## src/rtl/rcla_block_subtractor_19.sv

```systemverilog
// Purpose: 19-bit unsigned subtractor x - y, one carry-lookahead block (4,4,4,4,3 bits) per cycle.
// Latency: 5 cycles from accept to out_valid; no new operand is accepted until the result is taken.
// Backpressure: result held in DONE until out_ready; optional signed overflow output under RCLA_SUB_SIGNED_OVF_EN.
module rcla_block_subtractor_19 (
    input  logic        clk,
    input  logic        rst_n,
    input  logic        in_valid,
    output logic        in_ready,
    input  logic [18:0] x,
    input  logic [18:0] y,
    output logic        out_valid,
    input  logic        out_ready,
    output logic [18:0] d,
    output logic        borrow
`ifdef RCLA_SUB_SIGNED_OVF_EN
    ,
    output logic        ovf
`endif
);

    typedef enum logic [1:0] {
        IDLE = 2'd0,
        RUN  = 2'd1,
        DONE = 2'd2
    } state_t;

    state_t      state_q;
    state_t      state_d;
    logic [18:0] xr;
    logic [18:0] yn;
    logic [2:0]  blk;
    logic        carry;

    logic [3:0]  blk_a;
    logic [3:0]  blk_b;
    logic [3:0]  g;
    logic [3:0]  p;
    logic [4:0]  c;
    logic [3:0]  s;
    logic        blk_cout;

    // The 3-bit top block is zero-padded, so its carry-out is taken from c[3].
    always_comb begin
        blk_a = 4'd0;
        blk_b = 4'd0;
        case (blk)
            3'd0:    begin blk_a = xr[3:0];          blk_b = yn[3:0];          end
            3'd1:    begin blk_a = xr[7:4];          blk_b = yn[7:4];          end
            3'd2:    begin blk_a = xr[11:8];         blk_b = yn[11:8];         end
            3'd3:    begin blk_a = xr[15:12];        blk_b = yn[15:12];        end
            3'd4:    begin blk_a = {1'b0, xr[18:16]}; blk_b = {1'b0, yn[18:16]}; end
            default: begin blk_a = 4'd0;             blk_b = 4'd0;             end
        endcase
    end

    assign g = blk_a & blk_b;
    assign p = blk_a ^ blk_b;

    assign c[0] = carry;
    assign c[1] = g[0] | (p[0] & c[0]);
    assign c[2] = g[1] | (p[1] & g[0]) | (p[1] & p[0] & c[0]);
    assign c[3] = g[2] | (p[2] & g[1]) | (p[2] & p[1] & g[0]) | (p[2] & p[1] & p[0] & c[0]);
    assign c[4] = g[3] | (p[3] & g[2]) | (p[3] & p[2] & g[1]) | (p[3] & p[2] & p[1] & g[0])
                | (p[3] & p[2] & p[1] & p[0] & c[0]);

    assign s        = p ^ c[3:0];
    assign blk_cout = (blk == 3'd4) ? c[3] : c[4];

    always_comb begin
        state_d = state_q;
        case (state_q)
            IDLE:    if (in_valid)      state_d = RUN;
            RUN:     if (blk == 3'd4)   state_d = DONE;
            DONE:    if (out_ready)     state_d = IDLE;
            default:                    state_d = IDLE;
        endcase
    end

    assign in_ready  = (state_q == IDLE) && rst_n;
    assign out_valid = (state_q == DONE);

    always_ff @(posedge clk or negedge rst_n) begin
        if (!rst_n) begin
            state_q <= IDLE;
        end else begin
            state_q <= state_d;
        end
    end

    always_ff @(posedge clk or negedge rst_n) begin
        if (!rst_n) begin
            xr     <= 19'd0;
            yn     <= 19'd0;
            blk    <= 3'd0;
            carry  <= 1'b0;
            d      <= 19'd0;
            borrow <= 1'b0;
`ifdef RCLA_SUB_SIGNED_OVF_EN
            ovf    <= 1'b0;
`endif
        end else begin
            case (state_q)
                IDLE: begin
                    if (in_valid) begin
                        xr    <= x;
                        yn    <= ~y;
                        blk   <= 3'd0;
                        carry <= 1'b1;
                    end
                end
                RUN: begin
                    case (blk)
                        3'd0:    d[3:0]   <= s;
                        3'd1:    d[7:4]   <= s;
                        3'd2:    d[11:8]  <= s;
                        3'd3:    d[15:12] <= s;
                        3'd4:    d[18:16] <= s[2:0];
                        default: ;
                    endcase
                    carry <= blk_cout;
                    blk   <= blk + 3'd1;
                    if (blk == 3'd4) begin
                        borrow <= ~c[3];
`ifdef RCLA_SUB_SIGNED_OVF_EN
                        // carry into bit 18 vs carry out of bit 18
                        ovf    <= c[2] ^ c[3];
`endif
                    end
                end
                default: ;
            endcase
        end
    end

endmodule

```

## config.mk

```make
export PLATFORM = sky130hd
export DESIGN_NAME = rcla_block_subtractor_19
export DESIGN_NICKNAME = d
export VERILOG_FILES = /design/src/rtl/rcla_block_subtractor_19.sv
export SDC_FILE = /design/constraint.sdc
export NUM_CORES = 1
export LEC_CHECK = 0
export BUFFER_PORTS_ARGS = -buffer_cell sky130_fd_sc_hd__buf_2
export CELL_PAD_IN_SITES_DETAIL_PLACEMENT = 0
export CELL_PAD_IN_SITES_GLOBAL_PLACEMENT = 2
export CORE_UTILIZATION = 31
export DETAILED_ROUTE_END_ITERATION = 10
export GPL_TIMING_DRIVEN = 0
export PLACE_DENSITY_LB_ADDON = 0.2
export SETUP_SLACK_MARGIN = 0.02
export SLEW_MARGIN = 20
export SYNTH_ARGS = -nofsm -noshare
export SYNTH_HDL_FRONTEND = slang
export SYNTH_SLANG_ARGS = --single-unit
```

## constraint.sdc

```tcl
create_clock -name clk -period 2.6 [get_ports clk]
set_input_delay 0.13 -clock clk [delete_from_list [all_inputs] [get_ports clk]]
set_output_delay 0.13 -clock clk [all_outputs]
set_load 0.1 [all_outputs]
```

==> reports/qor_table.md, run 1 <==
| Metric | Value |
|---|---|
| Number of buffers added by the clock tree synthesis step | 9 |
| Die footprint | 0.00934 mm^2 |
| Clock tree from TritonCTS | yes |
| Routed Antenna Nets | 0 |
| Violated checks | negative setup slack |
| Total standard cell area after synthesis | 0.00278 mm^2 |
| Drt via density | 4.73 |
| Final Hold Fails | 0 |
| Endpoint class of the critical path | register |
| Setup repair after global routing missed its margin | true |
| Initial Util | 32.0% |
| Setup clock skew after layout | 12.1 ps |
| Area of the core region | 0.00868 mm^2 |
| Max frequency | 360 MHz |
| I/O pin count | 64 |
| Stages on the worst setup path | 10 |
| Ant diodes | 0 |
| Port Buffers | 63 |
| Number of rows in the core area | 34 |
| Layout overhead on the synthesized area | 39.1% |
| Largest fanout on the critical path | 5 |
| Most frequent CP cell | a221o_1 |
| Crit-path slowest cell | dfrtp_2 |
| Avg Synthesized Cell Area | 11.2 um^2 |
| Fillers | 876 |
| FF+latch count, synth | 64 |
| Vertical extent of the die | 96.7 um |
| Share of layout cells above drive strength 1 | 37.3% |
| Horizontal extent of the die | 96.7 um |
| Startpoint types | register |
| Via count | 2184 |
| Clock insertion delay at the later pin of the skew report | 340 ps |
| Worst min-delay path category | in -> reg |
| Placer congestion estimate | 0.714 |
| Largest stage delay on the critical path | 450 ps |
| Max transition margin | 67.3% |
| GRT Total Usage | 16.0% |
| Count of warnings emitted by yosys | 0 |
| Max_cap viols | 0 |
| Post-route DRC violation count | 0 |
| Total wire length | 6950 um |
| Max-slew violation count | 0 |
| Residual overflow from global routing | 0 |
| Max clock buf depth | 2 |
| Final Setup Violations | 11 |
| Number of buffers and inverters on the critical path | 1 |
| Result of the run | finished, violations left |
| Critical path required time | 2820 ps |
| Final worst-path setup slack | -177 ps |
| Buffer cell driving the clock tree root | clkbuf_8 |
| End-of-flow core utilization | 44.5% |
| Final hold slack | 18.7 ps |
| Post-route clock period utilization | 107% |
| Sequential element share of the synthesized area | 57.7% |
| TritonCTS Sinks | 64 |
| Average detailed-routed wire length per instance | 15.0 um |
| Cells on Worst Hold Path | 2 |
| Count of distinct cell types in the synthesized netlist | 33 |
| Nets@finish | 401 |
| Cells along the critical path | inv_4, ha_4, a222oi_1, nor2_1, a221o_1, ha_1, a211o_1, a21oi_4, nor3_1, a221o_1 |
| HPWL Detailed | 4660 um |
| Syn Nets | 299 |
| Worst-case reg-to-reg path depth | 10 |
| Flip-flop and latch area | 0.00160 mm^2 |
| Drt first pass iters | 4 |
| Cell family with most CP delay | compound AO/OA/AOI/OAI gates |
| Vias in the first global route | 2221 |
| Largest net degree at the start of global routing | 54 |
| Tightest Pin Transition | 494 ps |
| Iteration-0 DRC count of the detailed router | 128 |
| Number of H-tree branching levels | 3 |
| Total area of multi-input combinational cells | 0.00116 mm^2 |
| Worst EP arrival | 3000 ps |
| CTS clock-pin slew for the worst setup and hold paths | 70 ps |
| Final setup TNS | -1160 ps |
| Crit path kind | reg -> reg |
| Gate Count Post-Synth | 247 |
| First-pass GRT wire length | 11500 um |
| Clock period minus final worst setup slack | 2780 ps |
| Antenna violations before repair | 0 |
-- synthesized netlist by cell type, drive strengths merged --
cell	instances	area, um^2
inv	8	30.0
nor2b	1	6.26
xor2	3	26.3
o21ai	48	240
dfrtp	64	1600
nor4	1	12.5
a22oi	4	30.0
o21a	1	7.51
a222oi	8	80.1
nand2	46	175
nor2	4	15.0
mux2	20	225
o22ai	1	6.26
clkbuf	6	22.5
nand3	3	15.0
a221o	3	30.0
a21oi	2	13.8
o31ai	1	7.51
and2	2	15.0
nand2b	1	6.26
nor3	1	5.00
buf	7	56.3
a22o	1	8.76
fa	1	20.0
ha	9	113
a211o	1	8.76
-- state kept, by name (all words and copies together) (netlist names) --
signal,cells
blk,3
xr,19
carry,1
d,19
borrow,1
state_q,2
yn,19
-- placed cells by master, fill, tap and decap left out, types with 2 or more instances in the layout --
cell type	Yosys	layout
a221o_1	3	3
a222oi_1	8	8
a22oi_1	4	4
buf_2	3	65
buf_4	1	10
buf_6	3	2
bufinv_16	0	3
clkbuf_1	6	2
clkbuf_8	0	9
clkinv_4	0	2
dfrtp_1	64	63
dlygate4sd3_1	0	23
ha_1	9	5
ha_4	0	3
inv_1	8	6
mux2_1	2	2
mux2_2	18	18
nand2_1	45	45
nand3_1	3	3
nor2_1	4	4
o21ai_0	41	37
o21ai_1	7	6
o21ai_2	0	5
xor2_2	0	3
-- cell families after synthesis --
kind of cell	count (synthesis)	synth area share, %
XOR/XNOR	3	0.946
multiplexers	20	8.11
flip-flops	64	57.7
buffers and inverters	21	3.92
AND/OR/NAND/NOR	59	9.01
AO/OA/AOI/OAI	70	15.6
adder cells (fa/ha/maj)	10	4.77
-- routing by layer --
layer  track usage [%]  vias up  wire length, um
li1                  -     1077                -
met1              22.1     1046             3300
met2              24.3       56             3280
met3              3.83        5              318
met4              6.54        0               54
met5                 0        -                0
-- cell type report --
class                           count  share of cell area (%)
Multi-Input combinational cell    162                    29.9
Tap cell                          108                    3.50
Sequential cell                    64                    41.5
Buffer                              9                    1.49
Clock buffer                        9                    3.21
Timing Repair Buffer               95                    16.5
Inverter                            8                   0.842
Clock inverter                      7                    3.11
-- path summary, 6_finish.rpt --
path,end,from,slack [ps]
worst max-delay path,carry,blk[0],-180
max in group asynchronous,yn[17],rst_n,1890
worst max register to register,carry,blk[0],-180
min in group asynchronous,yn[11],rst_n,190
worst min-delay path,xr[0],x[0],20
worst min register to register,d[2],d[2],470
-- through the flow --
| step | area, um^2 | cells | setup slack [ps] |
|---|---|---|---|
| global placement | 3250 | 418 | -656 |
| detailed placement | 3280 | 419 | -686 |
| CTS | 3840 | 462 | -219 |
| floorplan | 2800 | 247 | -6.53 |
| global route | 3860 | 462 | -291 |
| finish | 3860 | 462 | -177 |
-- repair_timing --
| action | in CTS | in global routing |
|---|---|---|
| hold buffers | 23 | 0 |
| endpoints found under the setup margin | 21 | 16 |
| setup buffers | 7 | 1 |
| gates resized for setup | 13 | 10 |
| endpoints found under the hold margin | 86 | 0 |
| pin swaps | 10 | 11 |
-- worst reg2reg max path, delay by kind of cell, from the launching register on --
kind                       cells  cell delay [ps]
DFF                            1              450
AOI/OAI and AO/OA              5             1540
buffers and inverters          1               70
and+or+nand+nor                2              140
adders and majority gates      2              470
Power of run 1 is left out: the tool's default activity adds up to more than one toggle a clock period on the data nets, which glitch-free logic cannot reach.
==> run 2, diff against run 1 <==
--- a/config.mk
+++ b/config.mk
@@ -10,2 +10,3 @@
 export CELL_PAD_IN_SITES_GLOBAL_PLACEMENT = 2
+export CORE_ASPECT_RATIO = 1.5
 export CORE_UTILIZATION = 31
--- a/constraint.sdc
+++ b/constraint.sdc
@@ -3,2 +3,2 @@
 set_output_delay 0.13 -clock clk [all_outputs]
-set_load 0.1 [all_outputs]
+set_load 0.02 [all_outputs]
==> run 2 against run 1 <==
Net effect:
- the flow still finishes with violations (negative setup slack)
- sequential cell count did not move
- cell area increased by 0.65%
- worst hold slack worse by 14 ps
- critical path depth did not move
- critical path type unchanged
- largest cell class unchanged
==> reports/qor_table.md, run 2 (synthesized netlist as in run 1, its figures left out) <==
| Metric | Value | Change |
|---|---|---|
| Drt first pass iters | 4 | unchanged |
| Initial Util | 32.4% | +0.42 points |
| Via count | 2182 | -0.092% |
| Max IR drop VDD | 0.000689 V |  |
| Post-route DRC violation count | 0 | unchanged |
| Setup repair after global routing missed its margin | true |  |
| Final worst-path setup slack | -153 ps | +24.2 ps |
| Hold Crit Endpoint | yn[13] |  |
| Buffer cell driving the clock tree root | clkbuf_16 |  |
| Clock period minus final worst setup slack | 2750 ps | -24.2 ps |
| Largest net degree at the start of global routing | 34 | -37% |
| Residual overflow from global routing | 0 | unchanged |
| Switching Share | 40.1% |  |
| Port Buffers | 63 | unchanged |
| Clock insertion delay at the later pin of the skew report | 330 ps | about the same |
| Combinational power share | 51.0% |  |
| Cells on Worst Hold Path | 2 | unchanged |
| Startpoint types | register |  |
| Final cell area excluding filler cells | 0.00389 mm^2 | +0.65% |
| Iteration-0 DRC count of the detailed router | 86 | -33% |
| Leakage power | 1.82 nW |  |
| Max_cap viols | 0 | unchanged |
| Endpoint class of the critical path | register |  |
| Clock network power share | 18.8% |  |
| Sequential power share | 30.1% |  |
| Setup clock skew after layout | 6.75 ps | -5.38 ps |
| Reg-to-reg startpoint | blk[0] |  |
| Antenna violations before repair | 0 | unchanged |
| Critical path required time | 2810 ps | about the same |
| Nets@finish | 399 | -0.50% |
| Leading cell type in the layout, fill and taps excluded | buf_2 |  |
| Result of the run | finished, violations left |  |
| PD cells | 1470 mW/mm^2 |  |
| Routed Antenna Nets | 0 | unchanged |
| Area of the core region | 0.00857 mm^2 | -1.3% |
| Share of layout cells above drive strength 1 | 38.4% | +1.1 points |
| Final Setup Violations | 11 | unchanged |
| Max-slew violation count | 0 | unchanged |
| I/O pin count | 64 | unchanged |
| Worst EP arrival | 2970 ps | -30 ps |
| Startpoint of the most critical hold path | y[13] |  |
| Average detailed-routed wire length per instance | 15.6 um | +3.9% |
| End of the worst register-to-register path | carry |  |
| Commonest cells after routing, fill and taps aside | buf_2 (65), dfrtp_1 (64), nand2_1 (45) |  |
| Largest fanout on the critical path | 4 | -1 |
| Standard cell area after detailed placement | 0.00327 mm^2 | -0.27% |
| HPWL Detailed | 4940 um | +6.0% |
| Biggest regs | d x19, xr x19, yn x19 |  |
| Vertical extent of the die | 118 um | +22% |
| Switching power summed over all nets | 0.00229 W |  |
| GRT Total Usage | 17.2% | +1.1 points |
| Internal Power | 0.00343 W |  |
| Post-route clock period utilization | 106% | -0.93 points |
| Drt via density | 4.75 | +0.56% |
| Total wire length | 7170 um | +3.2% |
| Final setup TNS | -900 ps | +263 ps |
| Max frequency | 363 MHz | +0.88% |
| Horizontal extent of the die | 79.3 um | -18% |
| Placer congestion estimate | 0.735 | +2.9% |
| Number of H-tree branching levels | 3 | unchanged |
| Final Hold Fails | 0 | unchanged |
| Violated checks | negative setup slack |  |
| Clock tree from TritonCTS | yes |  |
| Max transition margin | 65.7% | -1.6 points |
| Die footprint | 0.00935 mm^2 | about the same |
| Worst min-delay path category | in -> reg |  |
| CTS clock-pin slew for the worst setup and hold paths | 50 ps | -20 ps |
| Layout overhead on the synthesized area | 40.0% |  |
| Worst-case reg-to-reg path depth | 10 | unchanged |
| Ant diodes | 0 | unchanged |
| Crit path kind | reg -> reg |  |
| Number of rows in the core area | 41 | +21% |
| Vias in the first global route | 2269 | +2.2% |
| Reg-to-reg setup timing slack | -150 ps | +20 ps |
| Number of buffers added by the clock tree synthesis step | 9 | unchanged |
| TritonCTS Sinks | 64 | unchanged |
| First-pass GRT wire length | 11800 um | +2.7% |
| Max clock buf depth | 2 | unchanged |
| Tightest Pin Transition | 511 ps | +16.7 ps |
-- run 2: changes by cell type in the layout (fill, tap and decap cells not counted), sizes merged --
cell         delta
bufinv          -3
clkinv          -1
buf             +5
dlygate4sd3     -7
clkbuf          +4
-- run 2: how the worst max path moves through the flow --
stage	start	endpoint	slack, ps
global placement	blk[2]	d[6]	-740
finish	blk[0]	carry	-150
detailed placement	blk[2]	d[6]	-770
global route	blk[0]	carry	-270
CTS	blk[1]	d[11]	-190
floorplan	blk[0]	carry	-7
-- run 2: repair_timing --
action,CTS,global route
endpoints found under the hold margin,47,0
pin swaps,8,9
endpoints found under the setup margin,21,21
hold buffers,16,0
resized for setup,11,18
buffers inserted,13,0
-- run 2: worst max-delay path: stages (launching register included) --
cell      delay (ps)
dfrtp_1          410
buf_6            140
ha_4             180
a222oi_1         330
nor2_1            80
a221o_1          320
ha_1             300
a211o_1          310
a21oi_4          250
nor3_2            60
a221o_1          270
-- run 2: area by class of cell --
class,instances,area (um^2)
buffer,9,57.6
multi-input combinational,162,1190
inverter,8,30.0
clock inverter,3,17.5
tap,107,134
clock buffer,13,250
sequential,64,1600
fill,828,4680
timing repair buffer,93,603
-- run 2: power by group through the flow --
stage                     registers, W  logic [W]  clock network, W
final                          0.00172    0.00292           0.00108
after global routing           0.00179    0.00324           0.00114
after CTS                      0.00172    0.00271           0.00110
after detailed placement       0.00174    0.00233                 0
after global placement         0.00173    0.00228                 0
after floorplan                0.00184    0.00145                 0
-- run 2: per-stage QoR --
| stage | cells | hold slack (ps) | setup WS (ps) | util (%) | power (W) |
|---|---|---|---|---|---|
| 3_3_place_gp | 417 | 317 | -736 | 37.9 | 0.00401 |
| 6_report | 459 | 4.59 | -153 | 45.4 | 0.00572 |
| 3_5_place_dp | 418 | 112 | -765 | 38.2 | 0.00407 |
| 2_1_floorplan | 247 | -166 | -6.53 | - | 0.00329 |
| 4_1_cts | 460 | 3.38 | -195 | 44.8 | 0.00554 |
| 5_1_grt | 459 | 8.09 | -271 | 45.4 | 0.00618 |
-- run 2: layer usage --
layer | vias up | wire [um] | track usage (%)
met1 | 1043 | 2960 | 20.1
li1 | 1077 | - | -
met5 | - | 0 | 0
met3 | 12 | 230 | 2.87
met2 | 50 | 3820 | 29.7
met4 | 0 | 163 | 8.18
Power figures use the tool's default switching activity.
